$ cat src/rtl/string_led_sequencer.sv
// -----------------------------------------------------------------------------
// string_led_sequencer
//
// Streams the LED byte buffer out of SRAM port 1 onto a single serial line.
// Bytes w_first..w_last are fetched in turn, with wrap-around at 2^ASIZE. The
// whole pass is repeated w_count+1 times. Each byte goes out MSB first. Each
// bit lasts four ticks:
//   - a '1' is high for 3 ticks, then low for 1;
//   - a '0' is high for 1 tick, then low for 3.
// A tick is prescaler+1 clock cycles.
//
// Optional feature, macro STRING_LED_RESET_GAP_EN:
//   After the final byte, the block holds the line low for RESET_TICKS ticks
//   with progress still high, then returns to idle. Without the macro the last
//   byte returns straight to idle.
//
// Ports:
//   clk, rst_n      clock (rising edge); asynchronous active-low reset
//   controller_en   enable; dropping it aborts any sequence on the next edge
//   prescaler       tick period minus one, sampled live
//   polarity        1 inverts the serial line, sampled live
//   w_count         extra passes (passes = w_count+1)
//   w_first/w_last  first/last SRAM byte address, latched at start
//   start           single-cycle start strobe, honoured only in idle
//   progress        high while a sequence is active
//   cs_n, addr      SRAM port-1 chip select (active low) and address
//   rdata           SRAM port-1 read data, valid the cycle after cs_n low
//   dout            serial LED line
// -----------------------------------------------------------------------------
module string_led_sequencer #(
   parameter int ASIZE       = 32,
   parameter int PSIZE       = 32,
   parameter int RESET_TICKS = 200
) (
   input  logic             clk,
   input  logic             rst_n,
   input  logic             controller_en,
   input  logic [PSIZE-1:0] prescaler,
   input  logic             polarity,
   input  logic [3:0]       w_count,
   input  logic [ASIZE-1:0] w_first,
   input  logic [ASIZE-1:0] w_last,
   input  logic             start,
   output logic             progress,
   output logic             cs_n,
   output logic [ASIZE-1:0] addr,
   input  logic [7:0]       rdata,
   output logic             dout
);

`ifdef STRING_LED_RESET_GAP_EN
   typedef enum logic [2:0] {S_IDLE, S_FETCH, S_LOAD, S_SHIFT, S_GAP} state_t;
`else
   typedef enum logic [2:0] {S_IDLE, S_FETCH, S_LOAD, S_SHIFT} state_t;
`endif

   state_t           state_q, state_d;
   logic [ASIZE-1:0] ptr_q, ptr_d;
   logic [ASIZE-1:0] first_q, first_d;
   logic [ASIZE-1:0] last_q, last_d;
   logic [3:0]       count_q, count_d;
   logic [3:0]       pass_q, pass_d;
   logic [7:0]       sreg_q, sreg_d;
   logic [PSIZE-1:0] tick_q, tick_d;
   logic [1:0]       phase_q, phase_d;
   logic [2:0]       bit_q, bit_d;
`ifdef STRING_LED_RESET_GAP_EN
   logic [31:0]      gap_q, gap_d;
`else
   // RESET_TICKS only matters when the gap state is built in.
   logic             unused_reset_ticks;
   assign unused_reset_ticks = (RESET_TICKS != 0);
`endif

   logic tick_fire;
   logic line;

   // ">=" rather than "==" so that lowering prescaler live while the tick
   // counter is above the new value still produces a tick instead of a
   // counter wrap through 2^PSIZE.
   assign tick_fire = (tick_q >= prescaler);

   // MSB of the shift register is the bit in flight. Phase 0 is always high,
   // phase 3 always low, and phases 1-2 follow the bit value.
   assign line = (state_q == S_SHIFT) &&
                 ((phase_q == 2'd0) || (sreg_q[7] && (phase_q != 2'd3)));

   assign dout     = line ^ polarity;
   assign progress = (state_q != S_IDLE);
   assign cs_n     = (state_q != S_FETCH);
   assign addr     = ptr_q;

   always_comb begin
      state_d = state_q;
      ptr_d   = ptr_q;
      first_d = first_q;
      last_d  = last_q;
      count_d = count_q;
      pass_d  = pass_q;
      sreg_d  = sreg_q;
      tick_d  = tick_q;
      phase_d = phase_q;
      bit_d   = bit_q;
`ifdef STRING_LED_RESET_GAP_EN
      gap_d   = gap_q;
`endif

      case (state_q)
         S_IDLE: begin
            if (start && controller_en) begin
               first_d = w_first;
               last_d  = w_last;
               count_d = w_count;
               ptr_d   = w_first;
               pass_d  = 4'd0;
               state_d = S_FETCH;
            end
         end

         S_FETCH: begin
            state_d = S_LOAD;
         end

         S_LOAD: begin
            sreg_d  = rdata;
            tick_d  = '0;
            phase_d = 2'd0;
            bit_d   = 3'd0;
            state_d = S_SHIFT;
         end

         S_SHIFT: begin
            if (tick_fire) begin
               tick_d  = '0;
               phase_d = phase_q + 2'd1;
               if (phase_q == 2'd3) begin
                  sreg_d = {sreg_q[6:0], 1'b0};
                  bit_d  = bit_q + 3'd1;
                  if (bit_q == 3'd7) begin
                     // Byte finished: advance within the pass, start the
                     // next pass, or finish.
                     if (ptr_q != last_q) begin
                        ptr_d   = ptr_q + ASIZE'(1);
                        state_d = S_FETCH;
                     end else if (pass_q != count_q) begin
                        pass_d  = pass_q + 4'd1;
                        ptr_d   = first_q;
                        state_d = S_FETCH;
                     end else begin
`ifdef STRING_LED_RESET_GAP_EN
                        gap_d   = 32'd0;
                        state_d = S_GAP;
`else
                        state_d = S_IDLE;
`endif
                     end
                  end
               end
            end else begin
               tick_d = tick_q + PSIZE'(1);
            end
         end

`ifdef STRING_LED_RESET_GAP_EN
         S_GAP: begin
            if (tick_fire) begin
               tick_d = '0;
               if (gap_q >= $unsigned(RESET_TICKS - 1)) begin
                  state_d = S_IDLE;
               end else begin
                  gap_d = gap_q + 32'd1;
               end
            end else begin
               tick_d = tick_q + PSIZE'(1);
            end
         end
`endif

         default: begin
            state_d = S_IDLE;
         end
      endcase

      // Disable wins over everything: abort to idle on the next edge.
      if (!controller_en) begin
         state_d = S_IDLE;
      end
   end

   always_ff @(posedge clk or negedge rst_n) begin
      if (!rst_n) begin
         state_q <= S_IDLE;
         ptr_q   <= '0;
         first_q <= '0;
         last_q  <= '0;
         count_q <= 4'd0;
         pass_q  <= 4'd0;
         sreg_q  <= 8'd0;
         tick_q  <= '0;
         phase_q <= 2'd0;
         bit_q   <= 3'd0;
`ifdef STRING_LED_RESET_GAP_EN
         gap_q   <= 32'd0;
`endif
      end else begin
         state_q <= state_d;
         ptr_q   <= ptr_d;
         first_q <= first_d;
         last_q  <= last_d;
         count_q <= count_d;
         pass_q  <= pass_d;
         sreg_q  <= sreg_d;
         tick_q  <= tick_d;
         phase_q <= phase_d;
         bit_q   <= bit_d;
`ifdef STRING_LED_RESET_GAP_EN
         gap_q   <= gap_d;
`endif
      end
   end

endmodule

$ cat config.mk
export PLATFORM = sky130hd
export DESIGN_NAME = string_led_sequencer
export DESIGN_NICKNAME = d
export VERILOG_FILES = /design/src/rtl/string_led_sequencer.sv
export SDC_FILE = /design/constraint.sdc
export NUM_CORES = 1
export LEC_CHECK = 0
export ABC_AREA = 1
export CORE_ASPECT_RATIO = 0.5
export CORE_MARGIN = 1
export CORE_UTILIZATION = 55
export CTS_CLUSTER_DIAMETER = 150
export CTS_CLUSTER_SIZE = 20
export DETAILED_ROUTE_END_ITERATION = 7
export PLACE_DENSITY = 0.81
export SETUP_SLACK_MARGIN = 0.2
export SLEW_MARGIN = 5
export SYNTH_ARGS = -nofsm -noshare
export SYNTH_HDL_FRONTEND = slang
export SYNTH_SLANG_ARGS = --single-unit
$ cat constraint.sdc
create_clock -name clk -period 2.3 [get_ports clk]
set_input_delay 0.575 -clock clk [delete_from_list [all_inputs] [get_ports clk]]
set_output_delay 0.575 -clock clk [all_outputs]
set_load 0.1 [all_outputs]
* Yosys cells after proc, flatten, opt, wreduce, memory -nomap -nowiden
Cells that the tools add are included.
Operators by class: muxes and demuxes 32, eq/ne operators 20, reduce and logical (&&, ||, !) cells 15, bitwise gates (word level) 1, add/subtract/negate cells 5, $lt $le $gt $ge 1
Operators with widths (count):
- $mux 32 | 7
- $pmux 32 s2 | 2
- $add 32x1->32 const B | 2
- $ge 32x32->1 | 1
- $ne 32x32->1 | 1
- $mux 4 | 6
- $mux 3 | 7
- $mux 8 | 2
- $pmux 8 s2 | 1
- $pmux 3 s4 | 1
- $ne 2x2->1 const B | 4
- $pmux 4 s2 | 1
- $reduce_and 7->1 | 1
- $eq 3x2->1 const B | 2
- $ne 2x1->1 const B | 3
- $ne 3x1->1 const B | 2
- $ne 3x2->1 const B | 2
- $ne 3x3->1 const B | 2
- $pmux 3 s2 | 1
- $reduce_and 6->1 | 1
- $add 4x1->4 const B | 1
- $ne 4x4->1 | 1
- $pmux 2 s2 | 1
- $reduce_and 2->1 | 2
- other kinds (16) | 20
Word-level totals: output and inout bits 35, bits of input ports 113, register bits after elaboration 152, logic and storage cells 84

* Longest topological paths before layout
depth in word-level cells 8, depth in mapped cells 18, depth with buffers taken out 18

* Worst setup path after synthesis
OpenSTA, ideal clock, no wires.
kind flip-flop to output port, start point reg state_q[0], end point out dout, setup slack -1.040 ns, data arrival time 2.765 ns, cell stages (with the launch flop) 8, path buffers 3, data required time 1.725 ns, cells stage by stage dfrtp_1 ha_1 buf_2 inv_1 buf_2 clkbuf_1 nor2_1 xor2_1
On the way: longest elaborated chain between the ends 3
RTL lines:
- start: declaration | RTL line 57 | state_t state_q, state_d;
- start signal: assignment | RTL line 206 | state_q <= state_d;
- $eq 3x2->1 | RTL line 85 | assign line = (state_q == S_SHIFT) &&
- $logic_and 1x1->1 | RTL line 85
- $xor 1x1->1 | RTL line 88 | assign dout = line ^ polarity;
- end: declaration | RTL line 48 | output logic dout
No other way between the ends.

* Final worst setup path
start point in prescaler[16], end point reg bit_q[1]
On the way: longest elaborated chain between the ends 3
RTL lines:
- start: declaration | RTL line 38 | input logic [PSIZE-1:0] prescaler,
- $ge 32x32->1 | RTL line 81 | assign tick_fire = (tick_q >= prescaler);
- $ne 2x2->1 (no source line)
- $reduce_and 3->1 (no source line)
- end signal: assignment | RTL line 215 | bit_q <= bit_d;
- end: declaration | RTL line 66 | logic [2:0] bit_q, bit_d;
No other way between the ends. A chain may end at the register's enable or synchronous reset.

==> run metrics <==
area grow syn2layout=39.9%; asr flop ratio synth=100%; GRT overflow=0; post-route cell area=0.0138 sq mm; Die Area=around 0.019 sq mm; GP Congestion=0.976; FF-to-FF Start=tick_q[27]; final worst setup slack=-0.0214 ns; CP startpoint kind=primary input; DIE WIDTH=between 150 and 200 um; Final Hold Fails=0; average size of a mapped cell=7.06 sq um; Rel. slew slack=about 55%; area of the multi-input gates=0.00607 sq mm; Placed Instances=1767; Synth area leader=dfrtp_1; Die Span Y=~97 um; worst reg2reg setup slack=-0.02 ns; Clock Sinks=151; overall fraction of global-route tracks in use=about a third; ranking of synthesized cells by area=dfrtp_1 38%, nand2_1 17%, inv_1 6.7%; met3 Use GR=under 10%; Mapped Area=0.00987 sq mm; DR vias=between 10000 and 15000; Post-Synthesis Cells=1398; Power per Cell Area=1320 mW/mm^2; most frequent cell after synthesis=nand2_1; critical path arrival=2.68 ns; Post-DP Area=roughly 0.012 sq mm; max-cap violations=0; CTS max path bufs=2; post-synth cell types=32; Pre-antenna DRT Iters=6; clk_skew=about 0.012 ns; layer with the highest usage=met2; number of routed nets with antenna violations=0; Setup WS pre-CTS=-0.599 ns; Pwr Total=18.3 mW; Max stage delay cell, worst path=clkdlybuf4s50_1; Hold Crit Class=primary input to asynchronous set/reset pin; Root Buffer=clkbuf_16; Worst EP required=2.66 ns; met2 Use GR=between 50 and 60%; RSZ-0062 raised after global routing=true; Layout fillers=1197; Final TNS setup=-0.0357 ns; critical path class=primary input to flop; final setup fails=2; Initial DRC Count=752; r2r worst-path depth=13; share of post-route cells with drive strength above 1=between 20% and 30%; Final Critical Period=between 2 and 2.5 ns; hold_ws=0.0590 ns; standard-cell rows=34; Lkg Pwr=6.65 nW; violated checks=negative setup slack; maximum clock frequency=431 MHz; pin slew with the least headroom to its limit=0.661 ns; non-filler instance count after layout=1843; number of warnings issued by yosys=0; port buffer count=147; largest net degree at the start of global routing=just over 60; initial antenna violation count=0; sequential fraction of the synthesis area=38.3%; CTS buffer count=17; CTS tree=done; status=finished with violations; ANT cells=0; # IOs=148; vias in the first global route=10200; most frequent cells after synthesis=446 x nand2_1, 176 x inv_1, 151 x dfrtp_1; r2r endpoint=bit_q[1]; CP cell instances=clkdlybuf4s50_1 > inv_1 > ha_1 > a21oi_2 > o21ai_1 > nand2_1 > nand2_2 > a21oi_4 > nand3_4 > buf_6 > buf_6 > nand2_8 > buf_6 > nand2_2 > o21ai_1; final wirelength=approximately 32000 um; Initial Utilization=56.4%; CTS H-Tree Depth=4; Yosys top cell area share=38.3%; DP HPWL=19500 um; core footprint=0.0175 sq mm; Final period util=101%; worst skew pair latency=approximately 0.44 ns; peak supply drop=1.19 mV; GR Util met1=43.3%; global-route wire length before repair=49900 um; CP Max Fanout=5; post-synthesis net count=1554; endpoint class of the critical path=flop; DRC=0; utilization after layout=79.0%; Crit path largest cell delay=~0.47 ns; fin nets=1752; Slew Viols, Final=0; ys flop type=dfrtp_1; EDFF count, synth=0; clock-pin slew on the worst setup and hold paths=0.06 ns; post-synthesis register bit count=151; area occupied by registers=0.00382 sq mm; Post-CTS Hold Fix Bufs=0; most used cell, CP=buf_6; wire per inst=17.3 um; average via count per standard cell=5.57
## worst max-delay path, delay by kind of cell
family / cells / cell delay [ns]
compound gates: 4 / 0.53
buf+inv: 5 / 0.94
simple gates: 5 / 0.45
fa+ha+maj: 1 / 0.20
## where the power goes
part / internal [mW] / total (mW) / switching (mW)
Combinational: 3.78 / 10.2 / 6.44
Sequential: 3.76 / 4.93 / 1.18
Clock: 1.89 / 3.12 / 1.23
## metal layers
layer  vias to the layer above  part of all wire (%)
li1                       4827                     -
met3                       100                   7.5
met4                         0                   2.8
met2                       470                    49
met1                      4873                    41
met5                         -                     0
## logic make-up after synthesis
family | after synthesis | share of synthesized area, %
and+or+nand+nor | 762 | 32.0
buffers and inverters | 226 | 9.04
DFF | 151 | 38.3
AOI/OAI and AO/OA | 127 | 6.78
xor gates and xnor gates | 67 | 5.95
adders and majority gates | 43 | 5.45
muxes | 22 | 2.51
## worst max path at each step
stage,from,to,slack [ns],cells after the start
4_1_cts,phase_q[0],dout,0.06,6
3_3_place_gp,prescaler[7],addr[23],-0.52,18
3_5_place_dp,prescaler[7],addr[17],-0.60,18
2_1_floorplan,state_q[0],dout,0.04,7
5_1_grt,tick_q[25],bit_q[1],-0.13,13
6_report,prescaler[16],bit_q[1],-0.02,15
## cells in the final DEF (no fill, tap or decap), drive strengths merged
cell type,instances
nand2,450
nand3b,5
nor3,15
nor3b,1
clkinv,4
xor2,40
or2,1
nand3,130
mux2,22
clkbuf,20
buf,113
and2,2
nor2,142
o21ai,39
xnor2,27
a21oi,66
bufinv,4
dfrtp,151
nand4,14
o21a,2
clkinvlp,2
inv,182
ha,43
nor4,3
clkdlybuf4s50,80
o22ai,20
dlygate4sd2,31
## registers in the layout, summed over array words and instances, names as in the netlist
| register | cells |
|---|---|
| bit_q | 3 |
| last_q | 32 |
| sreg_q | 8 |
| pass_q | 4 |
| first_q | 32 |
| tick_q | 32 |
| addr | 32 |
| phase_q | 2 |
| state_q | 2 |
| count_q | 4 |
## cell type report
class	instances	area share (%)
Sequential cell	151	27.7
Tap cell	234	2.12
Clock buffer	19	3.28
Inverter	178	4.91
Timing Repair inverter	1	0.0634
Multi-Input combinational cell	1022	44.0
Timing Repair Buffer	225	16.6
Clock inverter	13	1.40
## what timing repair did
action,CTS,global route
hold endpoints to repair,0,0
setup buffers,25,10
setup endpoints to repair,85,85
cloned,8,1
pin swaps,91,28
resized for setup,189,93
No activity file was read; power rests on OpenSTA's default activity.
